<file path="config.mk">
export PLATFORM = sky130hd
export DESIGN_NAME = pixel_out_formatter
export DESIGN_NICKNAME = d
export VERILOG_FILES = /design/src/rtl/vdcm_out_pkg.sv /design/src/rtl/sync_fifo.sv /design/src/rtl/pixel_out_formatter.sv
export SDC_FILE = /design/constraint.sdc
export NUM_CORES = 2
export LEC_CHECK = 0
export ABC_AREA = 1
export BUFFER_PORTS_ARGS = -buffer_cell sky130_fd_sc_hd__buf_2
export CAP_MARGIN = 20
export CORE_MARGIN = 4
export CORE_UTILIZATION = 40
export DETAILED_ROUTE_END_ITERATION = 12
export PLACE_DENSITY = 0.62
export SYNTH_ARGS = -nofsm -noshare
export SYNTH_HDL_FRONTEND = slang
export SYNTH_SLANG_ARGS = --single-unit
</file>
<file path="constraint.sdc">
create_clock -name clk -period 7.2 [get_ports clk]
set_input_delay 2.16 -clock clk [delete_from_list [all_inputs] [get_ports clk]]
set_output_delay 2.16 -clock clk [all_outputs]
set_load 0.01 [all_outputs]
</file>
<file path="src/rtl/vdcm_out_pkg.sv">
// Shared constants, state and marker types for the pixel output formatter.
package vdcm_out_pkg;

    localparam int unsigned IN_SAMPLE_W   = 14;
    localparam int unsigned OUT_SAMPLE_W  = 12;
    localparam int unsigned PIX_PER_CYCLE = 4;
    localparam int unsigned NUM_COMP      = 3;
    localparam int unsigned NUM_SAMPLES   = PIX_PER_CYCLE * NUM_COMP;
    localparam int unsigned IN_GRP_W      = NUM_SAMPLES * IN_SAMPLE_W;
    localparam int unsigned OUT_GRP_W     = NUM_SAMPLES * OUT_SAMPLE_W;

    typedef enum logic [1:0] {IDLE, ACTIVE, DONE} state_e;

    typedef struct packed {
        logic sof;
        logic sol;
        logic eol;
        logic eof;
    } marker_t;

    localparam int unsigned MARKER_W = $bits(marker_t);

    // Saturate a signed sample into [0, 2^bpc - 1]; depths above 12 are treated as 12.
    function automatic logic [OUT_SAMPLE_W-1:0] clip_sample(
        input logic signed [IN_SAMPLE_W-1:0] s,
        input logic        [3:0]             bpc
    );
        logic        [3:0]             w_bpc;
        logic signed [IN_SAMPLE_W-1:0] w_max;
        w_bpc = (bpc > 4'd12) ? 4'd12 : bpc;
        w_max = $signed(IN_SAMPLE_W'((32'd1 << w_bpc) - 32'd1));
        if (s < 0) begin
            return '0;
        end else if (s > w_max) begin
            return w_max[OUT_SAMPLE_W-1:0];
        end
        return s[OUT_SAMPLE_W-1:0];
    endfunction

endpackage

</file>
<file path="src/rtl/sync_fifo.sv">
// Synchronous FIFO with a registered first-word-fall-through head; DEPTH must be a power of two.
module sync_fifo #(
    parameter int unsigned WIDTH = 148,
    parameter int unsigned DEPTH = 16
) (
    input  logic             clk,
    input  logic             rst_n,
    input  logic             i_flush,
    input  logic             i_wr_en,
    input  logic [WIDTH-1:0] i_wr_data,
    input  logic             i_rd_en,
    output logic [WIDTH-1:0] o_rd_data,
    output logic             o_full,
    output logic             o_empty
);

    localparam int unsigned AW = $clog2(DEPTH);

    logic [WIDTH-1:0] r_mem [DEPTH];
    logic [AW-1:0]    r_wr_ptr;
    logic [AW-1:0]    r_rd_ptr;
    logic [AW:0]      r_count;
    logic [WIDTH-1:0] r_head;

    logic             w_do_wr;
    logic             w_do_rd;
    logic [AW:0]      w_remain;
    logic [AW:0]      w_count_n;
    logic [AW-1:0]    w_rd_ptr_n;
    logic [WIDTH-1:0] w_head_n;

    assign o_empty    = (r_count == '0);
    assign o_full     = (r_count == (AW+1)'(DEPTH));
    assign w_do_rd    = i_rd_en & ~o_empty;
    // A read in the same cycle frees a slot, so a write into a full FIFO still lands.
    assign w_do_wr    = i_wr_en & (~o_full | w_do_rd);
    assign w_remain   = r_count - (AW+1)'(w_do_rd);
    assign w_count_n  = w_remain + (AW+1)'(w_do_wr);
    assign w_rd_ptr_n = r_rd_ptr + AW'(w_do_rd);
    assign o_rd_data  = r_head;

    // The head always mirrors r_mem[r_rd_ptr]; bypass the array when the new word becomes head.
    always_comb begin
        w_head_n = r_head;
        if (w_count_n == '0) begin
            w_head_n = '0;
        end else if (w_remain == '0) begin
            w_head_n = i_wr_data;
        end else begin
            w_head_n = r_mem[w_rd_ptr_n];
        end
    end

    always_ff @(posedge clk) begin
        if (w_do_wr && !i_flush) begin
            r_mem[r_wr_ptr] <= i_wr_data;
        end
    end

    always_ff @(posedge clk or negedge rst_n) begin
        if (!rst_n) begin
            r_wr_ptr <= '0;
            r_rd_ptr <= '0;
            r_count  <= '0;
            r_head   <= '0;
        end else if (i_flush) begin
            r_wr_ptr <= '0;
            r_rd_ptr <= '0;
            r_count  <= '0;
            r_head   <= '0;
        end else begin
            r_wr_ptr <= r_wr_ptr + AW'(w_do_wr);
            r_rd_ptr <= w_rd_ptr_n;
            r_count  <= w_count_n;
            r_head   <= w_head_n;
        end
    end

endmodule

</file>
<file path="src/rtl/pixel_out_formatter.sv">
// Clips the 4-pixel reconstructed stream, tags slice/line framing and buffers it for the sink.
// Define PIX_OUT_DROP_CNT_EN to add the saturating o_drop_cnt overflow counter.
module pixel_out_formatter
    import vdcm_out_pkg::*;
#(
    parameter int unsigned MAX_SLICE_WIDTH  = 2560,
    parameter int unsigned MAX_SLICE_HEIGHT = 4096,
    parameter int unsigned FIFO_DEPTH       = 16
) (
    input  logic                                clk,
    input  logic                                rst_n,
    input  logic                                i_flush,
    input  logic [$clog2(MAX_SLICE_WIDTH)-1:0]  i_slice_width,
    input  logic [$clog2(MAX_SLICE_HEIGHT)-1:0] i_slice_height,
    input  logic [3:0]                          i_bits_per_component,
    input  logic                                i_in_sof,
    input  logic [IN_GRP_W-1:0]                 i_in_data_p,
    input  logic                                i_in_data_valid,
    input  logic                                i_out_ready,
    output logic                                o_out_valid,
    output logic [OUT_GRP_W-1:0]                o_out_data_p,
    output logic                                o_out_sof,
    output logic                                o_out_sol,
    output logic                                o_out_eol,
    output logic                                o_out_eof,
`ifdef PIX_OUT_DROP_CNT_EN
    output logic [15:0]                         o_drop_cnt,
`endif
    output logic                                o_ovf_err
);

    localparam int unsigned CW     = $clog2(MAX_SLICE_WIDTH);
    localparam int unsigned LW     = $clog2(MAX_SLICE_HEIGHT);
    localparam int unsigned ENTRY_W = OUT_GRP_W + MARKER_W;

    state_e               r_state;
    state_e               w_state_n;
    logic [CW-1:0]        r_col;
    logic [LW-1:0]        r_line;
    logic [CW-1:0]        w_col_n;
    logic [LW-1:0]        w_line_n;
    logic                 r_stg_vld;
    logic [OUT_GRP_W-1:0] r_stg_data;
    marker_t              r_stg_mk;
    logic                 r_ovf;

    logic                 w_accept;
    logic [CW-1:0]        w_col;
    logic [LW-1:0]        w_line;
    marker_t              w_mk;
    logic [OUT_GRP_W-1:0] w_clip;
    logic [ENTRY_W-1:0]   w_fifo_rdata;
    logic                 w_fifo_full;
    logic                 w_fifo_empty;
    logic                 w_drop;
    marker_t              w_head_mk;

    // in_sof restarts the slice, so a coincident valid group is position (0,0).
    assign w_accept = i_in_data_valid & ((r_state == ACTIVE) | i_in_sof);
    assign w_col    = i_in_sof ? '0 : r_col;
    assign w_line   = i_in_sof ? '0 : r_line;

    always_comb begin
        w_mk.sol = (w_col == '0);
        w_mk.eol = (({1'b0, w_col} + (CW+1)'(PIX_PER_CYCLE)) == {1'b0, i_slice_width});
        w_mk.sof = w_mk.sol & (w_line == '0);
        w_mk.eof = w_mk.eol & (w_line == (i_slice_height - LW'(1)));
    end

    always_comb begin
        w_clip = '0;
        for (int k = 0; k < NUM_SAMPLES; k++) begin
            w_clip[k*OUT_SAMPLE_W +: OUT_SAMPLE_W] =
                clip_sample($signed(i_in_data_p[k*IN_SAMPLE_W +: IN_SAMPLE_W]),
                            i_bits_per_component);
        end
    end

    always_comb begin
        w_state_n = r_state;
        w_col_n   = r_col;
        w_line_n  = r_line;
        if (w_accept) begin
            if (w_mk.eol) begin
                w_col_n  = '0;
                w_line_n = w_line + LW'(1);
            end else begin
                w_col_n  = w_col + CW'(PIX_PER_CYCLE);
                w_line_n = w_line;
            end
        end else if (i_in_sof) begin
            w_col_n  = '0;
            w_line_n = '0;
        end
        if (w_accept && w_mk.eof) begin
            w_state_n = DONE;
        end else if (i_in_sof) begin
            w_state_n = ACTIVE;
        end
    end

    always_ff @(posedge clk or negedge rst_n) begin
        if (!rst_n) begin
            r_state    <= IDLE;
            r_col      <= '0;
            r_line     <= '0;
            r_stg_vld  <= 1'b0;
            r_stg_data <= '0;
            r_stg_mk   <= '0;
        end else if (i_flush) begin
            r_state    <= IDLE;
            r_col      <= '0;
            r_line     <= '0;
            r_stg_vld  <= 1'b0;
            r_stg_data <= '0;
            r_stg_mk   <= '0;
        end else begin
            r_state   <= w_state_n;
            r_col     <= w_col_n;
            r_line    <= w_line_n;
            r_stg_vld <= w_accept;
            if (w_accept) begin
                r_stg_data <= w_clip;
                r_stg_mk   <= w_mk;
            end
        end
    end

    sync_fifo #(
        .WIDTH (ENTRY_W),
        .DEPTH (FIFO_DEPTH)
    ) u_fifo (
        .clk       (clk),
        .rst_n     (rst_n),
        .i_flush   (i_flush),
        .i_wr_en   (r_stg_vld),
        .i_wr_data ({r_stg_mk, r_stg_data}),
        .i_rd_en   (i_out_ready),
        .o_rd_data (w_fifo_rdata),
        .o_full    (w_fifo_full),
        .o_empty   (w_fifo_empty)
    );

    // A staged group is lost only when the FIFO is full and no slot frees this cycle.
    assign w_drop = r_stg_vld & w_fifo_full & ~(i_out_ready & ~w_fifo_empty);

    always_ff @(posedge clk or negedge rst_n) begin
        if (!rst_n) begin
            r_ovf <= 1'b0;
        end else if (i_flush) begin
            r_ovf <= 1'b0;
        end else if (w_drop) begin
            r_ovf <= 1'b1;
        end
    end

`ifdef PIX_OUT_DROP_CNT_EN
    logic [15:0] r_drop_cnt;

    always_ff @(posedge clk or negedge rst_n) begin
        if (!rst_n) begin
            r_drop_cnt <= '0;
        end else if (i_flush) begin
            r_drop_cnt <= '0;
        end else if (w_drop && (r_drop_cnt != 16'hFFFF)) begin
            r_drop_cnt <= r_drop_cnt + 16'd1;
        end
    end

    assign o_drop_cnt = r_drop_cnt;
`endif

    assign w_head_mk    = marker_t'(w_fifo_rdata[OUT_GRP_W +: MARKER_W]);
    assign o_out_valid  = ~w_fifo_empty;
    assign o_out_data_p = w_fifo_rdata[OUT_GRP_W-1:0];
    assign o_out_sof    = w_head_mk.sof;
    assign o_out_sol    = w_head_mk.sol;
    assign o_out_eol    = w_head_mk.eol;
    assign o_out_eof    = w_head_mk.eof;
    assign o_ovf_err    = r_ovf;

endmodule
</file>
* Word-level counts from Yosys, hierarchy flattened
Memories as Yosys holds them, arrays and structs flattened. Index checks and enable logic that the tools add are counted.
Word-level totals: register bits 337, bits in writable memories 2368, bits of input ports 202, output and inout bits 150, memories kept 1
Memories:
- u_fifo.r_mem | depth 16, bits a word 148, read ports 1, clocked after Yosys merged registers in 0, write ports 1, line sync_fifo.sv:19 | logic [WIDTH-1:0] r_mem [DEPTH];
Cells by class: add/sub/neg operators 9, magnitude comparators 25, eq/ne operators 4, shifts and indexed selects 1, mux-type cells 87, bitwise operators 12, reduce and logical (&&, ||, !) cells 11
Operator list (number):
- 12-bit two-way mux | 44
- 148-bit two-way mux | 3
- 144-bit two-way mux | 2
- 14-bit greater-than comparator | 12
- 14-bit by 1-bit < comparator with 1-bit output (second input constant) | 12
- 1-bit two-way mux | 29
- 12-bit logical NOT | 2
- 4-bit two-way mux | 5
- 5-bit logical NOT | 3
- 1-bit by 4-bit << shifter with 14-bit output (first input constant) | 1
- 14-bit by 1-bit subtractor with 14-bit output (second input constant) | 1
- 12-bit by 3-bit adder with 13-bit output (second input constant) | 1
- 13-bit by 12-bit equality test with 1-bit output | 1
- 12-bit by 1-bit adder with 12-bit output (second input constant) | 1
- 12-bit by 3-bit adder with 12-bit output (second input constant) | 1
- 12-bit equality test | 1
- 12-bit by 1-bit subtractor with 12-bit output (second input constant) | 1
- 4-bit by 1-bit adder with 4-bit output | 2
- 1-bit AND | 7
- 2-bit two-way mux | 3
- 5-bit by 1-bit adder with 5-bit output | 1
- 5-bit equality test (second input constant) | 1
- 5-bit two-way mux | 1
- 5-bit by 1-bit subtractor with 5-bit output | 1
- 8 further kinds | 13

* Logic depth before layout (Yosys ltp)
depth in word-level cells 10, gate-level depth with buffers 25, gate-level depth less buffers 22

* By module
A second synthesis with hierarchy kept.
Second synthesis, totals: cell total of the unflattened synthesis 10785, area total of the unflattened synthesis 116289.0 µm²
By module, submodules not included:
- sync_fifo | times used 1, cells each 8692, area an instance 101531.1 µm², sequential area each 75137.1 µm²
- pixel_out_formatter | times used 1, cells each 2093, area an instance 14757.9 µm², sequential area each 4404.2 µm²

* Least setup slack after synthesis
OpenSTA, ideal clock, no wires.
path kind input port to flip-flop, start input i_flush, end memory u_fifo.r_mem[0][0] (enable), arrival time 9018 ps, required time 6542 ps, slack -2476 ps, stages on the path 4, path buffers 1, path through clkbuf_1 nor3_1 nand3_1 nor2_1
On the way: cells in the longest elaborated chain, start to end 4
RTL lines:
- start: declaration | line pixel_out_formatter.sv:12 | input logic i_flush,
- 1-bit logical NOT | line sync_fifo.sv:55 | if (w_do_wr && !i_flush) begin
- 1-bit logical AND | line sync_fifo.sv:55
- 1-bit two-way mux | line sync_fifo.sv:55
- 1-bit two-way mux (implied by the code) | line sync_fifo.sv:56 | r_mem[r_wr_ptr] <= i_wr_data;
- end: declaration | line sync_fifo.sv:19
No other way between the ends.

* Final worst setup path
start input i_bits_per_component[3], end register r_stg_data[0]
On the way: cells in the longest elaborated chain, start to end 10, elaborated cells between the ends (all ways) 12, those cells by class 1 x add/sub; 2 x order compare; 1 x shift; 8 x mux
RTL lines:
- start: declaration | line pixel_out_formatter.sv:15 | input logic [3:0] i_bits_per_component,
- 4-bit greater-than comparator | line vdcm_out_pkg.sv:30 | w_bpc = (bpc > 4'd12) ? 4'd12 : bpc;
- 4-bit two-way mux * | line vdcm_out_pkg.sv:30
- 1-bit by 4-bit << shifter with 14-bit output * | line vdcm_out_pkg.sv:31 | w_max = $signed(IN_SAMPLE_W'((32'd1 << w_bpc) - 32'd1));
- 14-bit by 1-bit subtractor with 14-bit output * | line vdcm_out_pkg.sv:31
- 14-bit greater-than comparator | line vdcm_out_pkg.sv:34 | end else if (s > w_max) begin
- 1-bit two-way mux | line vdcm_out_pkg.sv:34
- 1-bit two-way mux | line vdcm_out_pkg.sv:32 | if (s < 0) begin
- 12-bit two-way mux * | line vdcm_out_pkg.sv:37 | return s[OUT_SAMPLE_W-1:0];
- 144-bit two-way mux * | line pixel_out_formatter.sv:122 | if (w_accept) begin
- 144-bit two-way mux * | line pixel_out_formatter.sv:110 | end else if (i_flush) begin
- end signal: assignment | line pixel_out_formatter.sv:123 | r_stg_data <= w_clip;
- end: declaration | line pixel_out_formatter.sv:43 | logic [OUT_GRP_W-1:0] r_stg_data;
Every way passes the cells marked *; elsewhere a longest branch is shown, timed or not. The select of a mux whose other input is x is not followed. A chain may end at the register's enable or synchronous reset.

==> results.sh <==
export IMPL_syn_area_um2=113300
export IMPL_grtUsageMet2_pct=37.03
export IMPL_cts_tree="yes"
export IMPL_critPathMaxFanout=22
export IMPL_max_slew_margin_rel_pct=22.93
export IMPL_place_hpwl_um=192900
export IMPL_crit_top_cell="nand2_1"
export IMPL_initial_utilization_pct=40.18
export IMPL_wl_per_cell_um=25.73
export IMPL_cpPeakStageDelay_ns=0.73
export IMPL_setup_worst_path_end_class="flop"
export IMPL_post_cts_buffers=0
export IMPL_synth_distinct_cells=50
export IMPL_finalHoldViolations=0
export IMPL_grt_max_degree=191
export IMPL_insertion_delay_ns=0.90
export IMPL_gp_congestion=0.8640
export IMPL_numPortBuffers=351
export IMPL_rrSetupSlack_ns=2.68
export IMPL_holdCritStartpoint="r_stg_vld$_DFF_PN0_"
export IMPL_postLayoutSetupSlackWorst_ns=1.696
export IMPL_ys_seq_area_share_pct=70.18
export IMPL_pre_cts_slack_ns=0.8566
export IMPL_fmax_mhz=181.7
export IMPL_met3_usage_pct=4.403
export IMPL_reg2regPathDepth=12
export IMPL_clkSinkCount=2705
export IMPL_cts_resized=0
export IMPL_whs_ns=0.5375
export IMPL_power_density_nw_per_um2=367.8
export IMPL_worstPathCellList="buf_2, nor2_4, buf_4, a31oi_1, buf_4, inv_2, ha_1, nand2_1, nor2_1, o21ai_0, nand3_1, a21oi_1, nand2_1, nand3_1, nand2_1, o21ai_2, nand2_1, nand3_1, nand3_1, nand2_1"
export IMPL_setup_viol=0
export IMPL_fillers=25250
export IMPL_regToRegStartpoint="u_fifo.r_count[2]$_DFF_PN0_"
export IMPL_area_growth_pct=14.38
export IMPL_p_leak_nw=49.00
export IMPL_min_to="o_ovf_err$_DFFE_PN0P_"
export IMPL_gr_max_usage_layer="met2"
export IMPL_worstHoldPathType="reg2reg"
export IMPL_antenna_found_initial=78
export IMPL_irDropWorstVdd_mv=0.4439
export IMPL_period_minus_slack_ns=5.504
export IMPL_skew_ns=0.06227
export IMPL_firstDrtPassIters=6
export IMPL_top_level_ports=352
export IMPL_gr_total_overflow=0
export IMPL_worst_pin_slew_ns=1.156
export IMPL_final_nets=10090
export IMPL_drv_slew=0
export IMPL_drt_iter0_markers=9292
export IMPL_whs_path_depth=2
export IMPL_fp_dieArea_um2=291900
export IMPL_crit_path_start_kind="input port"
export IMPL_ys_ff_latch=2705
export IMPL_drive_above_1_share_pct=10.52
export IMPL_clkTransAtPathRegs_ns=0.06
export IMPL_grt_pass1_vias=77060
export IMPL_core_area_um2=282000
export IMPL_clk_path_buf_depth=4
export IMPL_grt_pass1_wl_um=511800
export IMPL_drc=0
export IMPL_arrival_ns=6.32
export IMPL_die_y_um=540.3
export IMPL_gr_usage_met1_pct=30.74
export IMPL_syn_area_per_cell_um2=11.94
export IMPL_cp_num_buf_inv=4
export IMPL_vias_per_cell=5.775
export IMPL_r2r_end="u_fifo.o_rd_data[116]$_DFF_PN0_"
export IMPL_yosys_warnings=0
export IMPL_wirelength_um=353600
export IMPL_ant_nets=0
export IMPL_synth_cells=9496
export IMPL_path_class="in2reg"
export IMPL_root_buffer="clkbuf_16"
export IMPL_drv_cap=0
export IMPL_h_tree_depth=5
export IMPL_post_route_period_util_pct=76.45
export IMPL_postCtsHoldBufs=0
export IMPL_seq_area_um2=79540
export IMPL_cp_required_ns=8.01
export IMPL_rsz0062_at_grt="no"
export IMPL_multiInputGateArea_um2=30490
export IMPL_grt_total_usage_pct=23.33
export IMPL_fp_row_count=195
export IMPL_status="finished, final reports clean"
export IMPL_cts_made_buffers=295
export IMPL_dieWidth_um=540.3
export IMPL_slowest_stage="inv_2"
export IMPL_vias=79350
export IMPL_cp_top_family="simple AND/OR/NAND/NOR gates"
-- kinds of logic (layout without fill, tap and decap cells) --
logic type | Yosys count | in the layout | synth area share [%]
and+or+nand+nor | 3577 | 3577 | 12.93
buffers and inverters | 941 | 1374 | 3.225
other | 1 | 70 | 0.003309
AOI/OAI and AO/OA | 2071 | 2071 | 11.54
adders and majority gates | 170 | 170 | 1.877
DFF | 2705 | 2705 | 70.18
xor gates and xnor gates | 31 | 31 | 0.2462
-- layout by cell type, fill, tap and decap left out, types with 8 or more instances in the layout --
master and n:
edfxtp_1 2368, a211oi_1 158, nor2_1 457, clkinv_1 50
buf_12 67, buf_2 350, xnor2_1 8, nand4_1 127
a22oi_1 296, a21oi_1 935, a32o_1 296, inv_2 8
diode_2 46, o21ai_0 325, clkinv_2 45, ha_1 167
conb_1 24, nand3_2 16, nor2_2 9, buf_4 118
nand3_1 438, nor2_4 19, clkbuf_1 65, nand3b_1 30
nand2_2 12, clkbuf_16 304, clkinvlp_4 9, o21ai_1 23
xor2_1 20, bufinv_16 22, clkbuf_8 17, nor3_1 26
dfrtp_1 337, inv_1 292, nand2_1 2425
-- flip-flops by register name (all words and copies together), names as in the netlist --
signal            flops
o_ovf_err             1
r_col                12
r_line               12
r_state               2
r_stg_data          144
r_stg_mk              4
r_stg_vld             1
u_fifo.o_rd_data    148
u_fifo.r_count        5
u_fifo.r_mem       2368
u_fifo.r_rd_ptr       4
u_fifo.r_wr_ptr       4
-- report_power, final --
part | internal [mW] | switching (mW) | leakage (nW)
clock network | 8.77 | 6.34 | 4.68
registers | 17.6 | 0.435 | 26.4
logic | 4.65 | 9.93 | 17.9
total | 31.0 | 16.7 | 49.0
-- how the worst max path moves through the flow --
stage,end,startpoint,cells after the start
finish,r_stg_data[0]$_DFFE_PN0P_,i_bits_per_component[3],20
global route,r_stg_data[4]$_DFFE_PN0P_,i_bits_per_component[3],20
CTS,r_stg_data[0]$_DFFE_PN0P_,i_bits_per_component[3],20
detailed placement,r_stg_data[4]$_DFFE_PN0P_,i_bits_per_component[3],20
global placement,r_stg_data[4]$_DFFE_PN0P_,i_bits_per_component[3],20
floorplan,u_fifo.r_mem[0][0]$_DFFE_PP_,i_flush,4
-- layer usage --
metal / routed length [µm] / up-vias
met5: 159 / -
met4: 17730 / 22
met3: 31290 / 747
met2: 164600 / 3815
met1: 139900 / 39760
li1: - / 35000
-- synthesized netlist by cell type, drive strengths merged --
master / number / area (µm²)
nand2: 2438 / 9181
edfxtp: 2368 / 71110
a21oi: 936 / 4684
clkbuf: 506 / 1899
nor2: 485 / 1851
nand3: 455 / 2357
o21ai: 350 / 1759
dfrtp: 337 / 8433
inv: 303 / 1137
a22oi: 296 / 2222
a32o: 296 / 2963
ha: 170 / 2127
a211oi: 159 / 1194
nand4: 128 / 807.0
buf: 127 / 599.3
nand3b: 30 / 225.2
nor3: 28 / 145.1
xor2: 20 / 175.2
xnor2: 11 / 103.9
a221oi: 7 / 61.31
o22ai: 7 / 43.79
or2: 6 / 37.54
a31oi: 5 / 31.28
clkinv: 5 / 18.77
o221ai: 5 / 43.79
nor4: 4 / 25.02
a31o: 2 / 17.52
o211ai: 2 / 15.01
o21bai: 2 / 15.01
a41oi: 1 / 8.760
and2: 1 / 6.260
and3: 1 / 6.260
conb: 1 / 3.750
nor3b: 1 / 7.510
o21a: 1 / 7.510
o31ai: 1 / 7.510
o41ai: 1 / 8.760
-- worst min-delay path, stage by stage, from the launching register on --
cell	delay (ns)
dfrtp_1	0.35
a21oi_1	0.07
nor2_1	0.08
-- cell type report --
| cell class | count | area share, % |
|---|---|---|
| Clock inverter | 144 | 1.185 |
| Tap cell | 3743 | 3.613 |
| Antenna cell | 46 | 0.08880 |
| Clock buffer | 386 | 6.237 |
| Inverter | 308 | 0.9150 |
| Sequential cell | 2705 | 61.36 |
| Timing Repair Buffer | 536 | 3.081 |
| Multi-Input combinational cell | 5873 | 23.52 |
-- metrics by stage --
step	instances	utilization [%]	power, mW	setup TNS, ns	cell area (µm²)
final	13740	45.96	47.68	0	129600
after global routing	13720	45.94	49.98	0	129600
after CTS	13700	45.92	47.82	0	129500
after detailed placement	13170	42.51	32.75	0	119900
after global placement	13170	42.51	32.41	0	119900
after floorplan	9519	-	27.66	-5862.92	113400
Power figures use the tool's default switching activity.
